File: src/rtl/uart_tx_buf.sv
// uart_tx_buf: buffered 8N1 UART transmitter.
// A host write port pushes bytes into a circular FIFO; a serializer drains
// the FIFO onto tx_o, LSB first, one bit every CLK_DIV clocks. Frames are
// sent back to back with no idle gap while the FIFO has data.
//
// Ports:
//   clk_i              single clock for the whole block
//   rst_ni             asynchronous active-low reset, clears all state
//   wr_en_i, din_i     write strobe and byte to enqueue
//   full_o, empty_o    FIFO holds 2**ADDR_W / 0 bytes
//   count_o            number of bytes stored
//   overflow_o         one-cycle pulse after a dropped write
//   tx_o               serial line, idles high, driven from a flop
//   is_transmitting_o  high while a frame is on the line
module uart_tx_buf #(
    parameter int CLK_DIV = 434,
    parameter int ADDR_W  = 4
) (
    input  logic              clk_i,
    input  logic              rst_ni,
    input  logic              wr_en_i,
    input  logic [7:0]        din_i,
    output logic              full_o,
    output logic              empty_o,
    output logic [ADDR_W:0]   count_o,
    output logic              overflow_o,
    output logic              tx_o,
    output logic              is_transmitting_o
);

    localparam int DEPTH = 1 << ADDR_W;
    localparam int CNT_W = (CLK_DIV > 2) ? $clog2(CLK_DIV) : 1;
    localparam logic [CNT_W-1:0] BAUD_LAST = CNT_W'(CLK_DIV - 1);

    // state   | meaning
    // S_IDLE  | line high, waiting for a byte in the FIFO
    // S_START | start bit (low) for CLK_DIV cycles
    // S_DATA  | data bits 0..7, LSB first
    // S_STOP  | stop bit (high); chains straight into S_START if more data
    localparam logic [1:0] S_IDLE  = 2'd0;
    localparam logic [1:0] S_START = 2'd1;
    localparam logic [1:0] S_DATA  = 2'd2;
    localparam logic [1:0] S_STOP  = 2'd3;

    logic [7:0]       mem_q [DEPTH];
    logic [ADDR_W:0]  wr_ptr_q, wr_ptr_d;
    logic [ADDR_W:0]  rd_ptr_q, rd_ptr_d;
    logic [ADDR_W:0]  count_q, count_d;
    logic             overflow_q, overflow_d;
    logic [1:0]       state_q, state_d;
    logic [CNT_W-1:0] baud_q, baud_d;
    logic [2:0]       bit_q, bit_d;
    logic [7:0]       shift_q, shift_d;
    logic             tx_q, tx_d;
    logic             push, pop, baud_end;

    // count never exceeds DEPTH, so its MSB alone marks full.
    assign full_o            = count_q[ADDR_W];
    assign empty_o           = (count_q == '0);
    assign count_o           = count_q;
    assign overflow_o        = overflow_q;
    assign tx_o              = tx_q;
    assign is_transmitting_o = (state_q != S_IDLE);

    // Full is judged before any same-edge pop, so a write to a full FIFO
    // is always dropped.
    assign push       = wr_en_i && !full_o;
    assign overflow_d = wr_en_i && full_o;
    assign baud_end   = (baud_q == BAUD_LAST);

    always_comb begin
        state_d = state_q;
        baud_d  = baud_q;
        bit_d   = bit_q;
        shift_d = shift_q;
        tx_d    = tx_q;
        pop     = 1'b0;
        case (state_q)
            S_IDLE: begin
                tx_d   = 1'b1;
                baud_d = '0;
                if (!empty_o) begin
                    pop     = 1'b1;
                    shift_d = mem_q[rd_ptr_q[ADDR_W-1:0]];
                    tx_d    = 1'b0;
                    state_d = S_START;
                end
            end
            S_START: begin
                if (baud_end) begin
                    baud_d  = '0;
                    bit_d   = 3'd0;
                    tx_d    = shift_q[0];
                    state_d = S_DATA;
                end else begin
                    baud_d = baud_q + CNT_W'(1);
                end
            end
            S_DATA: begin
                if (baud_end) begin
                    baud_d = '0;
                    if (bit_q == 3'd7) begin
                        tx_d    = 1'b1;
                        state_d = S_STOP;
                    end else begin
                        shift_d = shift_q >> 1;
                        tx_d    = shift_q[1];
                        bit_d   = bit_q + 3'd1;
                    end
                end else begin
                    baud_d = baud_q + CNT_W'(1);
                end
            end
            S_STOP: begin
                if (baud_end) begin
                    baud_d = '0;
                    if (!empty_o) begin
                        pop     = 1'b1;
                        shift_d = mem_q[rd_ptr_q[ADDR_W-1:0]];
                        tx_d    = 1'b0;
                        state_d = S_START;
                    end else begin
                        tx_d    = 1'b1;
                        state_d = S_IDLE;
                    end
                end else begin
                    baud_d = baud_q + CNT_W'(1);
                end
            end
            default: begin
                tx_d    = 1'b1;
                baud_d  = '0;
                state_d = S_IDLE;
            end
        endcase
    end

    always_comb begin
        wr_ptr_d = wr_ptr_q;
        rd_ptr_d = rd_ptr_q;
        if (push) wr_ptr_d = wr_ptr_q + 1'b1;
        if (pop)  rd_ptr_d = rd_ptr_q + 1'b1;
        count_d = wr_ptr_d - rd_ptr_d;
    end

    always_ff @(posedge clk_i or negedge rst_ni) begin
        if (!rst_ni) begin
            wr_ptr_q   <= '0;
            rd_ptr_q   <= '0;
            count_q    <= '0;
            overflow_q <= 1'b0;
            state_q    <= S_IDLE;
            baud_q     <= '0;
            bit_q      <= 3'd0;
            shift_q    <= 8'h00;
            tx_q       <= 1'b1;
        end else begin
            wr_ptr_q   <= wr_ptr_d;
            rd_ptr_q   <= rd_ptr_d;
            count_q    <= count_d;
            overflow_q <= overflow_d;
            state_q    <= state_d;
            baud_q     <= baud_d;
            bit_q      <= bit_d;
            shift_q    <= shift_d;
            tx_q       <= tx_d;
        end
    end

    // Storage needs no reset: the pointers define which entries are valid.
    always_ff @(posedge clk_i) begin
        if (push) mem_q[wr_ptr_q[ADDR_W-1:0]] <= din_i;
    end

endmodule

File: config.mk
export PLATFORM = sky130hd
export DESIGN_NAME = uart_tx_buf
export DESIGN_NICKNAME = d
export VERILOG_FILES = /design/src/rtl/uart_tx_buf.sv
export SDC_FILE = /design/constraint.sdc
export NUM_CORES = 1
export LEC_CHECK = 0
export CAP_MARGIN = 20
export CORE_MARGIN = 4
export CORE_UTILIZATION = 60
export CTS_BUF_LIST = sky130_fd_sc_hd__clkbuf_4 sky130_fd_sc_hd__clkbuf_8 sky130_fd_sc_hd__clkbuf_16
export DETAILED_ROUTE_END_ITERATION = 10
export GPL_TIMING_DRIVEN = 0
export HOLD_SLACK_MARGIN = 0.03
export PLACE_DENSITY = 0.78
export SYNTH_ARGS = -nofsm -noshare
export SYNTH_HDL_FRONTEND = slang
export SYNTH_SLANG_ARGS = --single-unit
File: constraint.sdc
create_clock -name clk_i -period 3.7 [get_ports clk_i]
set_input_delay 0.37 -clock clk_i [delete_from_list [all_inputs] [get_ports clk_i]]
set_output_delay 0.37 -clock clk_i [all_outputs]
set_load 0.02 [all_outputs]
== Word level (Yosys, flattened, before mapping) ==
Memory sizes are Yosys's and may differ from the RTL's.
Index checks and enable logic that the tools add are counted.

* Memory bits (writable): 128
* Memories kept: 1
* Flip-flop bits (word level): 39
* Output and inout port bits: 10
* Logic and storage cells: 70
* Input port bits: 11

* Mux-type cells: 31
* Reduce and logical (&&, ||, !) cells: 13
* Add/subtract/negate cells: 5
* Eq/ne operators: 11

{| class="wikitable"
|+ Memories
! name !! words !! bits a word !! read ports !! clocked after memory_dff !! write ports !! RTL line !! source
|-
| mem_q || 16 || 8 || 1 || 0 || 1 || 45 || <nowiki>logic [7:0] mem_q [DEPTH];</nowiki>
|}

{| class="wikitable"
|+ Operator list
! operator !! count
|-
| $mux W8 || 4
|-
| $pmux W8 S3 || 1
|-
| $pmux W9 S2 || 1
|-
| $ne A2 B2 Y1 const B || 6
|-
| $add A5 B1 Y5 const B || 2
|-
| $mux W1 || 10
|-
| $mux W2 || 5
|-
| $mux W5 || 2
|-
| $add A9 B1 Y9 const B || 1
|-
| $eq A9 B9 Y1 const B || 1
|-
| $mux W3 || 3
|-
| $mux W9 || 1
|-
| $pmux W2 S4 || 1
|-
| $reduce_and A4 Y1 || 2
|-
| $pmux W3 S2 || 1
|-
| $logic_not A5 Y1 || 1
|-
| $reduce_and A5 Y1 || 1
|-
| $sub A5 B5 Y5 || 1
|-
| $eq A2 B2 Y1 const B || 2
|-
| $pmux W1 S4 || 1
|-
| $reduce_bool A2 Y1 || 2
|-
| $add A3 B1 Y3 const B || 1
|-
| $eq A3 B3 Y1 const B || 1
|-
| $reduce_and A3 Y1 || 1
|-
| other kinds (7) || 8
|}

== Longest topological paths before layout ==
* Depth after elaboration: 6
* Depth in mapped cells: 12
* Mapped depth without buffers: 12

== Worst setup path before layout ==
OpenSTA, ideal clock, no wires.

* Kind: flip-flop to flip-flop
* Start point: register count_q[4], in the netlist count_o[4]
* End point: register count_q[4], in the netlist count_o[4]
* Clock period less this slack: 2.631 ns
* Slack: 1.069 ns
* Stages on the path, launching flop included: 11
* Library setup time: 0.127 ns
* Arrival: 2.504 ns
* Cells stage by stage: dfrtp_1 or4_4 nor2_8 nor3_1 xor2_1 ha_1 inv_1 fa_1 a31oi_1 o21ai_0 xnor2_1

* Longest elaborated chain between the ends: 6

{| class="wikitable"
|+ Ends and longest elaborated chain
! item !! RTL line !! source
|-
| start, declared || 48 || <nowiki>logic [ADDR_W:0] count_q, count_d;</nowiki>
|-
| start signal, assigned || 160 || <nowiki>count_q <= count_d;</nowiki>
|-
| $logic_not A5 Y1 * || 59 || <nowiki>assign empty_o = (count_q == '0);</nowiki>
|-
| named net empty_o || 24 || <nowiki>output logic empty_o,</nowiki>
|-
| $mux W1 * || 82, 117 ||
|-
| $mux W1 || 115 || <nowiki>if (baud_end) begin</nowiki>
|-
| $pmux W1 S2 * || 78 || <nowiki>case (state_q)</nowiki>
|-
| $mux W5 * || 142 || <nowiki>if (pop) rd_ptr_d = rd_ptr_q + 1'b1;</nowiki>
|-
| named net rd_ptr_d[0] || 47 || <nowiki>logic [ADDR_W:0] rd_ptr_q, rd_ptr_d;</nowiki>
|-
| $sub A5 B5 Y5 * || 143 || <nowiki>count_d = wr_ptr_d - rd_ptr_d;</nowiki>
|-
| named net count_d[4] || 48 ||
|}

The timed path passes the listed nets; every way through them passes the cells marked *.
A chain may end at the register's enable or synchronous reset.

== Worst setup path after layout ==
* Start point: register baud_q[1]
* End point: register count_q[4], in the netlist count_o[4]

* Longest elaborated chain between the ends: 5

{| class="wikitable"
|+ Ends and longest elaborated chain
! item !! RTL line !! source
|-
| start, declared || 51 || <nowiki>logic [CNT_W-1:0] baud_q, baud_d;</nowiki>
|-
| start signal, assigned || 163 || <nowiki>baud_q <= baud_d;</nowiki>
|-
| $eq A9 B9 Y1 || 69 || <nowiki>assign baud_end = (baud_q == BAUD_LAST);</nowiki>
|-
| $mux W1 || 115 ||
|-
| $pmux W1 S2 || 78 ||
|-
| $mux W5 || 142 ||
|-
| named net rd_ptr_d[0] || 47 ||
|-
| $sub A5 B5 Y5 || 143 ||
|-
| named net count_d[4] || 48 ||
|}

The timed path passes the listed nets, and every way through them passes these cells.

==> out/summary.json <==
{
  "placement": {
    "portBuffers": 20,
    "finalWeightedCongestion": 0.797,
    "post_dp_hpwl_um": 8440,
    "placement.cell_area_sq_um": 7480
  },
  "cts": {
    "cts_max_path_buffers": 2,
    "post_cts_resized": 0,
    "clock_tree.root_cell": "sky130_fd_sc_hd__clkbuf_16",
    "clock_latency_ns": 0.42,
    "cts_tree": "done",
    "tritoncts_num_sinks": 167,
    "cts_post_setup_buffers_inserted": 0,
    "cts_hold_buffers": 0,
    "clk_pin_slew_worst_paths_ns": 0.06,
    "cts_inserted_buffers": 17,
    "htreeDepth": 4
  },
  "timing": {
    "timing.max_slew.rel_slack": 0.420,
    "timing.clock.skew_ns": 0.00772,
    "timing_max_transition_violations_final": 0,
    "rsz0062_at_grt": "false",
    "achievable-frequency_mhz": 327,
    "finalSetupViolations": 0,
    "totalNegativeSetupSlack_ns": 0,
    "timing.final.hold_violations": 0,
    "timing.final.crit_period_ns": 3.06,
    "final_min_period_over_clock_period": 0.827,
    "timing_worst_slew_pin_value_ns": 0.870
  },
  "critical_path": {
    "timing.critical_path.slowest_cell_delay_ns": 0.52,
    "crit_family": "simple AND/OR/NAND/NOR gates",
    "reg2regPathDepth": 12,
    "worstReg2RegStart": "baud_q[1]",
    "critical_path_arrival_ns": 3.36,
    "critical_path_required_ns": 4.00,
    "worstSetupEndpointType": "flip-flop",
    "slowest_stage": "sky130_fd_sc_hd__nor3_1",
    "ff2ff_setup_slack_ns": 0.64,
    "setup.worst_path.class": "reg2reg",
    "cp_num_buf_inv": 2,
    "timing.rr.end": "count_o[4]",
    "worstPathCellList": "inv_1 > ha_1 > and4b_1 > a31oi_1 > nor3_1 > xor2_1 > ha_1 > inv_1 > fa_1 > a31oi_1 > o21ai_0 > xnor2_1",
    "worstPathMaxFanout": 4,
    "worstSetupStartpointType": "flip-flop"
  },
  "die": {
    "fp.dieArea_sq_um": 13700,
    "placement_rows": 39,
    "die_h_um": 117,
    "floorplan.die.width_um": 117,
    "ios": 21,
    "initial_core_util": 0.617,
    "core_area_sq_um": 11500
  },
  "logic_synthesis": {
    "synth_top_cell_area_share": 0.541,
    "yosys.cell_types.count": 49,
    "post_synth.cell_area_avg_sq_um": 18.3,
    "synth-simple-area-share": 0.0598,
    "synth.yosys.seq_area_share": 0.678,
    "synth_area_leaders": "sky130_fd_sc_hd__edfxtp_1 54%, sky130_fd_sc_hd__dfrtp_1 13%, sky130_fd_sc_hd__mux4_1 7.8%",
    "synthArstFlopShare": 0.234,
    "synth_top_family_by_area": "multiplexers",
    "synth-edff-count": 128,
    "synth_area_sq_um": 7110,
    "synth_top_flop_cell": "sky130_fd_sc_hd__edfxtp_1",
    "postSynthCellCount": 389,
    "yosysTopAreaCell": "sky130_fd_sc_hd__edfxtp_1",
    "synth_compound_gate_area_share": 0.0246,
    "synth-warning-count": 0,
    "yosys-mux-area-fraction": 0.151,
    "synthAdderAreaFrac": 0.0343,
    "yosys.area_share.xor_xnor": 0.0287,
    "synthesis.nets": 418,
    "synth_seq_cells": 167
  },
  "drt": {
    "pre_repair_dr_iteration_count": 4,
    "drt_wl_total_um": 12900,
    "via_count": 3505,
    "avgViaCountPerCell": 6.00,
    "drc_errors": 0,
    "wl_per_cell_um": 22.2,
    "initialDrtViolationCount": 356,
    "route.antenna.remaining_nets": 0
  },
  "worst_hold_path": {
    "hp-class": "in2async"
  },
  "layout": {
    "flow.area_growth_from_synthesis_pct": 14.2,
    "drive_above_1_share": 0.163,
    "final-seq-area_sq_um": 4820,
    "antennaDiodeCount": 0,
    "fin_nets": 457,
    "multiInputGateArea_sq_um": 2120,
    "layout.cells.most_common_list": "128 x sky130_fd_sc_hd__edfxtp_1, 38 x sky130_fd_sc_hd__dfrtp_1, 23 x sky130_fd_sc_hd__nor2_1, 21 x sky130_fd_sc_hd__mux4_1",
    "filler_cells": 703,
    "mostFrequentLayoutCell": "sky130_fd_sc_hd__edfxtp_1",
    "design_area_sq_um": 8120
  },
  "grt": {
    "antenna_violations_before_repair": 0,
    "pin_count_of_the_biggest_net_entering_global_routing": 40,
    "grt_usage": 0.210,
    "first_global_vias": 3660,
    "grt.overflow.total": 0,
    "grt_first_pass_wirelength_um": 20500
  },
  "pwr": {
    "p_leak_nw": 2.98,
    "pwr_density_cell_nw_per_um2": 818,
    "ir_drop_mv": 0.542
  },
  "flow_run": {
    "max-cap-violations": 0
  },
  "status": {
    "run_status": "finished, final reports clean"
  }
}
==> cell type report <==
class,instances,share of cell area
Timing Repair Buffer,20,0.0240
Sequential cell,167,0.594
Tap cell,143,0.0220
Buffer,14,0.0128
Multi-Input combinational cell,191,0.261
Clock buffer,17,0.0524
Clock inverter,15,0.0260
Inverter,17,0.00786
==> registers in the layout (all words and copies together), names as in the netlist <==
register and flops:
wr_ptr_q 5, tx_o 1, overflow_o 1, count_o 5
shift_q 8, bit_q 3, mem_q 128, state_q 2
baud_q 9, rd_ptr_q 5
==> cells in the mapped netlist, types with 2 or more instances <==
cell and count:
sky130_fd_sc_hd__edfxtp_1 128, sky130_fd_sc_hd__dfrtp_1 38, sky130_fd_sc_hd__nor2_1 23, sky130_fd_sc_hd__mux4_1 21, sky130_fd_sc_hd__mux4_2 19, sky130_fd_sc_hd__ha_1 17, sky130_fd_sc_hd__inv_1 17, sky130_fd_sc_hd__and2_1 16
sky130_fd_sc_hd__xnor2_1 12, sky130_fd_sc_hd__a21oi_1 9, sky130_fd_sc_hd__nand2_1 9, sky130_fd_sc_hd__mux2i_1 7, sky130_fd_sc_hd__o21ai_0 7, sky130_fd_sc_hd__nand3_1 6, sky130_fd_sc_hd__clkbuf_1 5, sky130_fd_sc_hd__xor2_1 5
sky130_fd_sc_hd__nand4_1 4, sky130_fd_sc_hd__buf_4 3, sky130_fd_sc_hd__o31ai_1 3, sky130_fd_sc_hd__a22o_1 2, sky130_fd_sc_hd__a31oi_1 2, sky130_fd_sc_hd__and3_1 2, sky130_fd_sc_hd__buf_2 2, sky130_fd_sc_hd__buf_6 2
sky130_fd_sc_hd__buf_8 2, sky130_fd_sc_hd__mux2_2 2, sky130_fd_sc_hd__nand2b_1 2, sky130_fd_sc_hd__nor2b_1 2, sky130_fd_sc_hd__xor2_2 2
==> stage by stage <==
step / util / power, mW / cells / setup slack, ns / hold slack (ns)
2_1_floorplan: - / 4.16 / 389 / 1.07 / 0.0744
3_3_place_gp: 0.650 / 4.71 / 552 / 0.752 / 0.463
3_5_place_dp: 0.650 / 4.79 / 552 / 0.699 / 0.484
4_1_cts: 0.705 / 6.69 / 584 / 0.677 / 0.0816
5_1_grt: 0.705 / 7.01 / 584 / 0.401 / 0.127
6_report: 0.705 / 6.64 / 584 / 0.639 / 0.0652
==> cells by family (layout without fill, tap and decap cells) <==
| family | count (synthesis) | in the layout |
|---|---|---|
| flip-flops | 167 | 167 |
| buffers and inverters | 31 | 83 |
| AO/OA/AOI/OAI | 28 | 28 |
| XOR/XNOR | 20 | 20 |
| AND/OR/NAND/NOR | 75 | 75 |
| adder cells (fa/ha/maj) | 19 | 19 |
| multiplexers | 49 | 49 |
==> per-layer routing <==
metal | part of all wire | global-route usage | wire (um) | vias up
met5 | 0 | 0 | 0 | -
met4 | 0.010 | 0.0742 | 131 | 0
met3 | 0.058 | 0.0540 | 756 | 11
met2 | 0.52 | 0.333 | 6720 | 81
met1 | 0.41 | 0.288 | 5330 | 1812
li1 | - | - | - | 1601
==> how the worst max path moves through the flow <==
| stage | start | end | slack [ns] | depth (start not counted) |
|---|---|---|---|---|
| 4_1_cts | baud_q[1] | count_o[4] | 0.68 | 12 |
| 5_1_grt | baud_q[1] | count_o[4] | 0.40 | 12 |
| 3_3_place_gp | baud_q[1] | count_o[4] | 0.75 | 12 |
| 2_1_floorplan | count_o[4] | count_o[4] | 1.07 | 10 |
| 6_report | baud_q[1] | count_o[4] | 0.64 | 12 |
| 3_5_place_dp | baud_q[1] | count_o[4] | 0.70 | 12 |
==> power breakdown <==
part	switching, mW	total (mW)	internal [mW]
combinational	1.18	2.27	1.09
clock	0.737	1.88	1.15
sequential	0.165	2.48	2.32
total	2.08	6.64	4.56
==> worst reg2reg max path: cells and delay by family (launching register included) <==
kind | cells | cell delay, ns
xor+xnor | 2 | 0.44
flops | 1 | 0.40
fa+ha+maj | 3 | 0.74
simple gates | 2 | 0.78
compound gates | 3 | 0.45
buf+inv | 2 | 0.13
Note: power is estimated with default switching activity, not from simulation.
